<file path="config.mk">
export PLATFORM = sky130hd
export DESIGN_NAME = fifo_wr_burst_ctrl
export DESIGN_NICKNAME = d
export VERILOG_FILES = /design/src/rtl/fifo_cdc_pkg.sv /design/src/rtl/fifo_wr_burst_ctrl_gray_to_bin.sv /design/src/rtl/fifo_wr_burst_ctrl.sv
export SDC_FILE = /design/constraint.sdc
export NUM_CORES = 1
export LEC_CHECK = 0
export ABC_AREA = 1
export CORE_ASPECT_RATIO = 1.75
export CORE_UTILIZATION = 41
export DETAILED_ROUTE_END_ITERATION = 6
export PLACE_DENSITY = 0.76
export SLEW_MARGIN = 5
export SYNTH_ARGS = -nofsm -noshare
export SYNTH_HDL_FRONTEND = slang
export SYNTH_SLANG_ARGS = --single-unit
</file>
<file path="constraint.sdc">
create_clock -name W_CLK -period 3.3 [get_ports W_CLK]
set_input_delay 0.66 -clock W_CLK [delete_from_list [all_inputs] [get_ports W_CLK]]
set_output_delay 0.66 -clock W_CLK [all_outputs]
set_load 0.05 [all_outputs]
</file>
<file path="src/rtl/fifo_cdc_pkg.sv">
// Shared asynchronous-FIFO definitions: write-controller state encoding and Gray-code helpers.
// The helpers take zero-extended operands, so any pointer width up to GRAY_MAX_W converts correctly.
package fifo_cdc_pkg;

    localparam int GRAY_MAX_W = 32;

    typedef enum logic {
        ST_IDLE  = 1'b0,
        ST_BURST = 1'b1
    } wr_state_t;

    function automatic logic [GRAY_MAX_W-1:0] bin2gray(input logic [GRAY_MAX_W-1:0] b);
        return b ^ (b >> 1);
    endfunction

    function automatic logic [GRAY_MAX_W-1:0] gray2bin(input logic [GRAY_MAX_W-1:0] g);
        logic [GRAY_MAX_W-1:0] b;
        b = g;
        for (int i = 1; i < GRAY_MAX_W; i++) begin
            b = b ^ (g >> i);
        end
        return b;
    endfunction

endpackage

</file>
<file path="src/rtl/fifo_wr_burst_ctrl_gray_to_bin.sv">
// Combinational Gray-to-binary conversion of the synchronized read pointer.
module gray_to_bin #(
    parameter int W = 5
) (
    input  logic [W-1:0] gray,
    output logic [W-1:0] bin
);

    // Each binary bit is the XOR of its Gray bit and every Gray bit above it.
    always_comb begin
        bin = '0;
        for (int i = 0; i < W; i++) begin
            bin[i] = ^(gray >> i);
        end
    end

endmodule

</file>
<file path="src/rtl/fifo_wr_burst_ctrl.sv">
// Write-domain burst controller for the async FIFO: admits whole bursts only when space exists.
// Optional macro WR_CTRL_FILL_LEVEL_EN adds the registered fill-level output W_Fill.
module fifo_wr_burst_ctrl
    import fifo_cdc_pkg::*;
#(
    parameter int ADDR_WIDTH = 4
) (
    input  logic                  W_CLK,
    input  logic                  W_RST,
    input  logic [ADDR_WIDTH:0]   Wq2_rptr,
    input  logic                  Burst_Req,
    input  logic [ADDR_WIDTH:0]   Burst_Len,
    input  logic                  W_Data_Valid,
    output logic                  Burst_Gnt,
    output logic                  Burst_Err,
    output logic                  Burst_Done,
    output logic                  W_Ready,
    output logic                  W_En,
    output logic [ADDR_WIDTH-1:0] W_Addr,
    output logic [ADDR_WIDTH:0]   W_ptr,
    output logic                  W_Full
`ifdef WR_CTRL_FILL_LEVEL_EN
    ,
    output logic [ADDR_WIDTH:0]   W_Fill
`endif
);

    localparam int                DEPTH   = 1 << ADDR_WIDTH;
    localparam logic [ADDR_WIDTH:0] DEPTH_P = (ADDR_WIDTH+1)'(DEPTH);
    localparam logic [ADDR_WIDTH:0] ONE_P   = (ADDR_WIDTH+1)'(1);

    wr_state_t             state_q, state_d;
    logic [ADDR_WIDTH:0]   wbin_q, wbin_d;
    logic [ADDR_WIDTH:0]   rem_q, rem_d;
    logic [ADDR_WIDTH:0]   rbin, used, free;
    logic                  gnt_d, err_d, done_d, full_d, len_bad;
    logic [GRAY_MAX_W-1:0] gray_next;

    gray_to_bin #(.W(ADDR_WIDTH+1)) u_rptr_g2b (
        .gray (Wq2_rptr),
        .bin  (rbin)
    );

    // Pointer difference modulo 2**(ADDR_WIDTH+1) is the occupancy; a stale rptr only overstates it.
    assign used    = wbin_q - rbin;
    assign free    = DEPTH_P - used;
    assign len_bad = (Burst_Len == '0) || (Burst_Len > DEPTH_P);

    assign W_Ready = (state_q == ST_BURST);
    assign W_En    = W_Data_Valid & W_Ready;
    assign W_Addr  = wbin_q[ADDR_WIDTH-1:0];

    always_comb begin
        state_d = state_q;
        wbin_d  = wbin_q;
        rem_d   = rem_q;
        gnt_d   = 1'b0;
        err_d   = 1'b0;
        done_d  = 1'b0;
        if (state_q == ST_IDLE) begin
            if (Burst_Req) begin
                if (len_bad) begin
                    err_d = 1'b1;
                end else if (free >= Burst_Len) begin
                    state_d = ST_BURST;
                    rem_d   = Burst_Len;
                    gnt_d   = 1'b1;
                end
            end
        end else if (W_Data_Valid) begin
            wbin_d = wbin_q + ONE_P;
            rem_d  = rem_q - ONE_P;
            if (rem_q == ONE_P) begin
                state_d = ST_IDLE;
                done_d  = 1'b1;
            end
        end
        // Full when the next write pointer equals the read pointer with its top two Gray bits inverted.
        gray_next = bin2gray(GRAY_MAX_W'(wbin_d));
        full_d    = (gray_next == GRAY_MAX_W'({~Wq2_rptr[ADDR_WIDTH:ADDR_WIDTH-1],
                                                Wq2_rptr[ADDR_WIDTH-2:0]}));
    end

    always_ff @(posedge W_CLK or posedge W_RST) begin
        if (W_RST) begin
            state_q    <= ST_IDLE;
            wbin_q     <= '0;
            rem_q      <= '0;
            W_ptr      <= '0;
            W_Full     <= 1'b0;
            Burst_Gnt  <= 1'b0;
            Burst_Err  <= 1'b0;
            Burst_Done <= 1'b0;
        end else begin
            state_q    <= state_d;
            wbin_q     <= wbin_d;
            rem_q      <= rem_d;
            W_ptr      <= gray_next[ADDR_WIDTH:0];
            W_Full     <= full_d;
            Burst_Gnt  <= gnt_d;
            Burst_Err  <= err_d;
            Burst_Done <= done_d;
        end
    end

`ifdef WR_CTRL_FILL_LEVEL_EN
    always_ff @(posedge W_CLK or posedge W_RST) begin
        if (W_RST) begin
            W_Fill <= '0;
        end else begin
            W_Fill <= used;
        end
    end
`endif

endmodule
</file>
# --- Word level (Yosys, flattened, before mapping) ---
# Index checks and enable logic that the tools add are counted.
word_totals:
  reg_bits: 20
  input_bits: 14
  out_inout_bits: 15
  elab_cells: 51
classes:
  addsub: 4
  magnitude_cmp: 2
  n_eq_ne: 4
  n_mux: 20
  bitwise: 3
  reduce_logical: 10
op_table:
  columns: ["cell", "count"]
  rows:
  - ["two-way mux 5 bit", 7]
  - ["XOR reduction 5 bit", 5]
  - ["two-way mux 1 bit", 13]
  - ["adder 5 x 1 -> 5 bit (second input constant)", 1]
  - ["equality test 5 x 1 -> 1 bit (second input constant)", 1]
  - ["equality test 5 bit", 1]
  - ["greater-or-equal comparator 5 bit", 1]
  - ["greater-than comparator 5 bit (second input constant)", 1]
  - ["zero test 5 bit", 1]
  - ["subtractor 5 x 1 -> 5 bit (second input constant)", 1]
  - ["subtractor 5 bit", 1]
  - ["subtractor 5 bit (first input constant)", 1]
  - ["bitwise XOR 5 x 4 -> 5 bit", 1]
  - ["!= test 2 bit (second input constant)", 2]
  - ["AND reduction 4 bit", 1]
  - ["nonzero test 2 bit", 2]
  - ["NOT 2 bit", 1]
  - ["AND 1 bit", 1]
  - ["logical OR 1 bit", 1]

# --- Longest topological paths before layout ---
# Gate-level depths: netlist of the first run.
logic_depth:
  word_depth: 8
  mapped_depth: 17
  ltp_nobuf: 17

# --- Cells and area by module ---
# Synthesis of the first run repeated with hierarchy kept, for this count alone.
hier_totals:
  cells_unflattened: 202
  hier_area_um2: 1501.4
modules_own_cells:
  columns: ["module", "n_inst", "cells_each", "area_each_um2", "seq_area_each_um2"]
  rows:
  - ["fifo_wr_burst_ctrl", 1, 178, 1377.6, 475.5]
  - ["gray_to_bin", 1, 24, 123.9, 0.0]

# --- Worst setup path before layout of the first run ---
# No wires, ideal clock.
synth_path:
  path_type: "input to register"
  startpoint: "in Wq2_rptr[3]"
  endpoint: "reg rem_q[0]"
  setup_ns: 0.117
  arrival_ns: 3.232
  required_time_ns: 3.183
  setup_slack_ns: -0.049
  stages: 14
  n_path_buf: 0
  cell_sequence: "xor2_1 > xor2_1 > xor2_1 > ha_1 > ha_1 > fa_1 > xor2_1 > ha_1 > nand4_1 > nand4_1 > nand3_1 > nand2_1 > nand2_1 > nand2_1"
synth_via:
  elab_chain_len: 6
  word_cells_on_any_way: 9
  cone_classes: "2 x add/sub; 1 x order compare; 6 x reduce/logical"
synth_lines:
  columns: ["element", "line", "source"]
  rows:
  - ["start: declaration", "fifo_wr_burst_ctrl.sv:10", "input logic [ADDR_WIDTH:0] Wq2_rptr,"]
  - ["XOR reduction 5 bit", "fifo_wr_burst_ctrl_gray_to_bin.sv:13", "bin[i] = ^(gray >> i);"]
  - ["subtractor 5 bit *", "fifo_wr_burst_ctrl.sv:45", "assign used = wbin_q - rbin;"]
  - ["subtractor 5 bit *", "fifo_wr_burst_ctrl.sv:46", "assign free = DEPTH_P - used;"]
  - ["greater-or-equal comparator 5 bit *", "fifo_wr_burst_ctrl.sv:64", "end else if (free >= Burst_Len) begin"]
  - ["nonzero test 2 bit (no source line) *", null, null]
  - ["AND reduction 4 bit (no source line) *", null, null]
  - ["end signal: assignment", "fifo_wr_burst_ctrl.sv:97", "rem_q <= rem_d;"]
  - ["end: declaration", "fifo_wr_burst_ctrl.sv:34", "logic [ADDR_WIDTH:0] rem_q, rem_d;"]
# Every way passes the cells marked *; elsewhere a longest branch is shown, timed or not.
# A chain may end at the register's enable or synchronous reset.

# --- Worst setup path in the final report of the first run ---
# Ends and elaborated chain as after synthesis.

==> summary.md, run 1 <==
| Metric | Value |
|---|---|
| Synth unique cells | 26 |
| R2r setup slk | 0.62 ns |
| Remaining global-route overflow | 0 |
| Die X-Extent | roughly 47 um |
| Post-place setup slack | -0.7892 ns |
| Final WS setup | ~0.14 ns |
| Synth Area in Compound Gates | 0.05419 |
| Adder-Cell Fraction of Synth Area | 0.1406 |
| Number of diodes | 0 |
| Hpwl dp | around 2600 um |
| Status | complete, no violations |
| Worst vdd ir | about 560 uV |
| Initial antenna violation count | 0 |
| CTS max path bufs | 2 |
| GRT Util Overall | 0.1940 |
| Mapped Nets | between 200 and 250 |
| Syn_area_per_cell | between 7 and 8 um^2 |
| Critical Path End Type | flop |
| Port Buffers | 28 |
| Area of the die | about 3900 um^2 |
| Final WL | around 3400 um |
| Max-Cap Viols | 0 |
| Main combinational cell family by area after synthesis | simple AND/OR/NAND/NOR gates |
| Critical Path Start | Wq2_rptr[3] |
| Synth Area in Simple Gates | 0.3074 |
| Core area | roughly 3400 um^2 |
| Peak Freq | roughly 0.32 GHz |
| DRC violations left | 0 |
| Final hold vios | 0 |
| DRT iter0 DRCs | 57 |
| Top cell type's share of synthesized area | 0.3218 |
| Worst Reg2Reg Path Length in Cells | 12 |
| CP Max Fanout | 7 |
| Initial Utilization | 0.4348 |
| Drt wl/cell | ~12 um |
| Endpoints failing setup | 0 |
| Leakage | 1.071 nW |
| Ys Warns | 0 |
| Die height | ~81 um |
| Worst clock skew | 0.001085 ns |
| Vias in the first global route | ~1,400 |
| Vias | about 1,400 |
| CTS tree | built |
| Most frequent cells in the layout | nand2_1 (38), inv_1 (30), clkdlybuf4s50_1 (22) |
| Post-Synthesis Cells | between 150 and 200 |
| Final ANT Viol Nets | 0 |
| # nets final | between 200 and 300 |
| Area leader, netlist | dfrtp_1 |
| Root Driver | clkbuf_8 |
| Dominant cells by area after synthesis | dfrtp_1 (32%), ha_1 (13%), nand2_1 (10%) |
| Commonest non-fill, non-tap cell in the layout | nand2_1 |
| Drt pass-1 iters | 4 |
| Sum Neg Setup Slack | 0 ns |
| Reg-to-reg critical path startpoint | wbin_q[1]$_DFF_PP0_ |
| Min-delay src | rem_q[1]$_DFFE_PP0P_ |
| CP Data Arrival Time | 3.31 ns |
| Max-slew violation count | 0 |
| Clock Latency Late Sink | about 0.25 ns |
| CTS sink count | 19 |
| Worst-margin pin slew | approximately 0.75 ns |
| Largest net degree at the start of global routing | 20 |
| Multiplexer share of the synthesized area | 0 |
| CTS buffer count | 3 |
| #FFs+latches synth | 19 |
| PwrDens | roughly 1100 nW/um^2 |
| H-tree depth | 1 |
| First-pass GRT wire length | 5395 um |
| Number of fillers in the final layout | between 300 and 400 |
| Critical Path End | rem_q[0]$_DFFE_PP0P_ |
| HP Class | reg -> reg |
| Placed Instances | between 200 and 300 |
| Area Overhead vs Synth | 36.75% |
| Share of cells above drive strength 1 | 0.2183 |
| Final GP Congestion | between 0.8 and 0.9 |
| FP Rows | 28 |
| Post-synthesis cell area | approximately 1500 um^2 |
| Fin cells | around 270 |
| Sequential-to-total area share from yosys stat | 0.3218 |
| CP Class | in -> reg |
| Slew headroom | 0.5021 |
| Post-Synth XOR/XNOR Area | 0.07705 |
| Top Ports | 29 |
| Reg2reg end | rem_q[0]$_DFFE_PP0P_ |
| CP Launch Type | input port |
| Post-layout min period | between 3 and 4 ns |
| Vias per std cell | 4.956 |
| Crit share post-route | 0.9588 |
| Clk slew on worst S/H paths | around 0.070 ns |
| Worst endpoint required time | between 3 and 4 ns |
## cell type report
| type | count | area [um^2] | area share |
|---|---|---|---|
| tap | 45 | 56.30 | 0.02786 |
| inverter | 34 | 127.6 | 0.06316 |
| sequential | 19 | 475.5 | 0.2353 |
| clock buffer | 3 | 41.29 | 0.02043 |
| multi-input combinational | 135 | 963.4 | 0.4768 |
| timing repair buffer | 37 | 351.6 | 0.1740 |
| clock inverter | 1 | 5.005 | 0.002477 |
## per-stage QoR
stage	instance area, um^2	total power, mW	utilization	hold WS (ns)
after detailed placement	1858	1.908	0.5468	0.5090
final	2021	2.224	0.5946	0.5231
after global routing	2021	2.408	0.5946	0.5440
after global placement	1858	1.879	0.5468	0.4922
after CTS	1947	2.130	0.5729	0.5263
after floorplan	1483	1.520	-	0.4756
## sequential cells by signal (all words and copies together), names as in the netlist
name / count
Burst_Err: 1
Burst_Done: 1
W_Ready: 1
W_ptr: 5
wbin_q: 4
Burst_Gnt: 1
W_Full: 1
rem_q: 5
## power breakdown
group / internal [mW] / switching (mW) / leakage [nW] / total (mW)
Combinational: 0.640 / 0.980 / 0.810 / 1.62
Sequential: 0.336 / 0.107 / 0.235 / 0.442
Clock: 0.0838 / 0.0778 / 0.0255 / 0.162
Total: 1.06 / 1.16 / 1.07 / 2.22
## worst min path at each step
stage | end | cells after the start
2_1_floorplan | rem_q[1]$_DFFE_PP0P_ | 2
3_3_place_gp | rem_q[1]$_DFFE_PP0P_ | 2
3_5_place_dp | rem_q[1]$_DFFE_PP0P_ | 2
4_1_cts | rem_q[1]$_DFFE_PP0P_ | 2
5_1_grt | rem_q[1]$_DFFE_PP0P_ | 2
6_report | rem_q[1]$_DFFE_PP0P_ | 2
## kinds of logic (layout without fill, tap and decap cells)
logic type / Yosys count / after routing
AND/OR/NAND/NOR: 93 / 93
buffers and inverters: 36 / 75
flip-flops: 19 / 19
adder cells (fa/ha/maj): 16 / 16
AO/OA/AOI/OAI: 13 / 13
XOR/XNOR: 13 / 13
## per-layer routing
layer  vias to the layer above  global-route usage  routed length [um]
li1                        675                   -                   -
met1                       642              0.1681                1220
met2                        33              0.3863                1991
met3                         8             0.02198                 104
met4                         0              0.1029                  94
met5                         -                   0                   0
## synthesized netlist by cell type
cell	count
nand2_2	10
o21ai_0	7
ha_1	15
fa_1	1
buf_4	1
nand3_1	20
nand3b_1	1
a21o_1	2
o21bai_2	1
xor2_1	11
xnor2_1	2
a21oi_1	2
nand2_4	2
inv_1	32
inv_2	1
o21ai_2	1
dfrtp_1	19
nand4_1	4
nor2_2	1
nor3_1	1
nand2_1	41
nand3_2	3
nor2_1	9
clkinv_1	1
buf_6	1
nor3b_1	1
## critical path, cell delays in order
cell     delay, ns
buf_6         0.11
xor2_4        0.19
xor2_4        0.20
xor2_1        0.17
ha_1          0.34
ha_4          0.19
fa_2          0.56
ha_4          0.21
a21o_1        0.15
nand3_1       0.06
nand4_1       0.13
nand3_4       0.14
nand2_4       0.09
nand2_1       0.07
nand2_1       0.04
## what timing repair did
action | CTS | global route
hold endpoints to repair | 0 | 0
resized for setup | 13 | 22
endpoints found under the setup margin | 7 | 7
hold buffers | 0 | 0
setup buffers | 1 | 0
pin swaps | 10 | 8
(Power assumes the default switching activity.)
==> run 2, diff against run 1 <==
- ABC_CLOCK_PERIOD_IN_PS: unset -> 3300
- SLEW_MARGIN: 5 -> 20
==> results of run 2 <==
Final layout, timing and power as in run 1 (identical DEF).
==> run 3, diff against run 2 <==
- CORE_UTILIZATION: 41 -> 30
- CTS_BUF_LIST: unset -> sky130_fd_sc_hd__clkbuf_4
- PLACE_DENSITY: 0.76 -> 0.61
- TNS_END_PERCENT: unset -> 30
==> run 3 against run 2 <==
Effect of this change:
- register-to-register slack lost 0.05 ns
- sequential power is essentially flat
- critical path depth grew 3
==> summary.md, run 3 (synthesis results as in run 1) <==
| Metric | Value |
|---|---|
| Placed Instances | 277 (was 269) |
| Crit share post-route | 0.9461 (was 0.9588) |
| Die height | 94.84 um (was 81.42 um) |
| Clk slew on worst S/H paths | 0.12 ns (was 0.07 ns) |
| Fin cells | 284 (was 274) |
| FP Rows | 33 (was 28) |
| Final hold vios | 0 (unchanged) |
| Reg2reg end | Burst_Gnt$_DFF_PP0_ (was rem_q[0]$_DFFE_PP0P_) |
| Most frequent cells in the layout | nand2_1 (40), inv_1 (30), clkdlybuf4s50_1 (22) (was nand2_1 (38), inv_1 (30), clkdlybuf4s50_1 (22)) |
| Fin area | 2008 um^2 (was 2021 um^2) |
| Largest net degree at the start of global routing | 20 (unchanged) |
| Initial Utilization | 0.3139 (was 0.4348) |
| Area of the die | 5221 um^2 (was 3857 um^2) |
| Max-slew violation count | 0 (unchanged) |
| Drt wl/cell | 12.10 um (was 12.45 um) |
| Power Total | 2.187 mW (was 2.224 mW) |
| Critical Path End Type | flop (unchanged) |
| Worst hold path cell count | 2 (unchanged) |
| Share of cells above drive strength 1 | 0.2155 (was 0.2183) |
| Final ANT Viol Nets | 0 (unchanged) |
| Status | complete, no violations (unchanged) |
| Area Overhead vs Synth | 35.90% (was 36.75%) |
| Vias per std cell | 4.665 (was 4.956) |
| Post-layout min period | 3.122 ns (was 3.164 ns) |
| Remaining global-route overflow | 0 (unchanged) |
| Port Buffers | 28 (unchanged) |
| CP Data Arrival Time | 3.34 ns (was 3.31 ns) |
| PwrDens | 1089 nW/um^2 (was 1100 nW/um^2) |
| Wl on met1 | 1265 um (was 1220 um) |
| CTS sink count | 19 (unchanged) |
| Reg-to-reg critical path startpoint | wbin_q[1]$_DFF_PP0_ (unchanged) |
| Top Registers | W_ptr (5), rem_q (5), wbin_q (4) (unchanged) |
| Hpwl dp | 2727 um (was 2580 um) |
| Worst Reg2Reg Path Length in Cells | 12 (unchanged) |
| Vias | 1,325 (was 1,358) |
| First-pass GRT wire length | 5975 um (was 5395 um) |
| Die X-Extent | 55.05 um (was 47.38 um) |
| Leakage | 1.070 nW (was 1.071 nW) |
| Peak Freq | 0.3203 GHz (was 0.3161 GHz) |
| CTS tree | built (unchanged) |
| Top layer in use | met4 (unchanged) |
| Met2 routed WL | 2013 um (was 1991 um) |
| Commonest non-fill, non-tap cell in the layout | nand2_1 (unchanged) |
| Worst endpoint required time | 3.52 ns (was 3.45 ns) |
| HP Class | reg -> reg (unchanged) |
| Top Ports | 29 (unchanged) |
| Met3 wire len | 96 um (was 104 um) |
| Worst-margin pin slew | 0.7887 ns (was 0.7461 ns) |
| Worst vdd ir | 753.8 uV (was 563.5 uV) |
| Sum Neg Setup Slack | 0 ns (unchanged) |
| H-tree depth | 1 (unchanged) |
| Slew headroom | 0.4736 (was 0.5021) |
| Final WL | 3436 um (was 3410 um) |
| Sw Ratio | 0.5309 (was 0.5235) |
| Initial antenna violation count | 0 (unchanged) |
| CTS buffer count | 3 (unchanged) |
| GRT Util Overall | 0.1582 (was 0.1940) |
| # nets final | 263 (was 260) |
| Worst Hold End | rem_q[1]$_DFFE_PP0P_ (unchanged) |
| CP Max Fanout | 5 (was 7) |
| Root Driver | clkbuf_4 (was clkbuf_8) |
| CTS max path bufs | 2 (unchanged) |
| Psw | 1.161 mW (was 1.164 mW) |
| Sequential cell fraction of total power | 0.203 (was 0.199) |
| RSZ-0062 raised after global routing | no |
| Post-DP Area | 1874 um^2 (was 1858 um^2) |
| Vias in the first global route | 1,432 (was 1,382) |
| Final GP Congestion | 0.7709 (was 0.8314) |
| CP Launch Type | input port (unchanged) |
| Endpoints failing setup | 0 (unchanged) |
| Internal | 1.026 mW (was 1.060 mW) |
| CP Class | in -> reg (unchanged) |
| Hold Worst Slack | 0.5202 ns (was 0.5231 ns) |
| Worst clock skew | 0.001192 ns (was 0.001085 ns) |
| Combinational share of power | 0.738 (was 0.728) |
| R2r setup slk | 0.57 ns (was 0.62 ns) |
| Clock Latency Late Sink | 0.31 ns (was 0.25 ns) |
| Max-Cap Viols | 0 (unchanged) |
| DRC violations left | 0 (unchanged) |
| Core area | 4707 um^2 (was 3398 um^2) |
| Number of diodes | 0 (unchanged) |
| Drt pass-1 iters | 4 (unchanged) |
| DRT iter0 DRCs | 37 (was 57) |
| Clock power frac | 0.059 (was 0.073) |
| Min-delay src | rem_q[1]$_DFFE_PP0P_ (unchanged) |
-- run 3: metal layers --
metal	global-route usage	up-vias
li1	-	682
met1	0.1582	610
met2	0.3032	26
met3	0.01932	7
met4	0.06458	0
met5	0	-
-- run 3: worst max path at each step --
stage	end	start	slack, ns
after detailed placement	rem_q[0]$_DFFE_PP0P_	Wq2_rptr[4]	-0.75
after global routing	rem_q[1]$_DFFE_PP0P_	Wq2_rptr[3]	0.008
after floorplan	rem_q[0]$_DFFE_PP0P_	Wq2_rptr[3]	0.02
final	rem_q[4]$_DFFE_PP0P_	Wq2_rptr[3]	0.18
after global placement	rem_q[2]$_DFFE_PP0P_	Wq2_rptr[3]	-0.66
after CTS	Burst_Gnt$_DFF_PP0_	Wq2_rptr[4]	0.02
-- run 3: through the flow --
| step | util | setup slack (ns) |
|---|---|---|
| 2_1_floorplan | - | 0.01980 |
| 3_3_place_gp | 0.3982 | -0.6607 |
| 3_5_place_dp | 0.3982 | -0.7525 |
| 4_1_cts | 0.4219 | 0.01827 |
| 5_1_grt | 0.4266 | 0.008351 |
| 6_report | 0.4266 | 0.1778 |
-- run 3: final cells by class --
cell class                      instances  area, um^2
Clock buffer                            3       22.52
Clock inverter                          1       5.005
Fill cell                             488        2699
Inverter                               34       127.6
Multi-Input combinational cell        135       938.4
Sequential cell                        19       475.5
Tap cell                               52       65.06
Timing Repair Buffer                   40       374.1
-- run 3: power by group through the flow --
stage | Clock [mW] | Sequential [mW] | Combinational (mW)
after floorplan | 0 | 0.664 | 0.856
after global placement | 0 | 0.449 | 1.45
after detailed placement | 0 | 0.447 | 1.48
after CTS | 0.134 | 0.444 | 1.60
after global routing | 0.145 | 0.460 | 1.80
final | 0.129 | 0.443 | 1.61
-- run 3: critical path, stage by stage --
cell      delay [ns]
clkbuf_2        0.11
xor2_2          0.22
xor2_2          0.20
buf_4           0.15
xor2_1          0.12
inv_1           0.05
ha_1            0.18
inv_2           0.06
ha_4            0.13
fa_2            0.45
ha_4            0.29
a21o_1          0.10
nand3_1         0.06
nand4_1         0.15
nand3_4         0.13
buf_12          0.16
nand3_1         0.06
nand2_1         0.06
-- run 3: what timing repair did --
item                       in CTS  in global routing
setup endpoints to repair       7                  7
pin swaps                       6                  8
buffers inserted                3                  0
resized for setup              13                 10
hold buffers                    0                  0
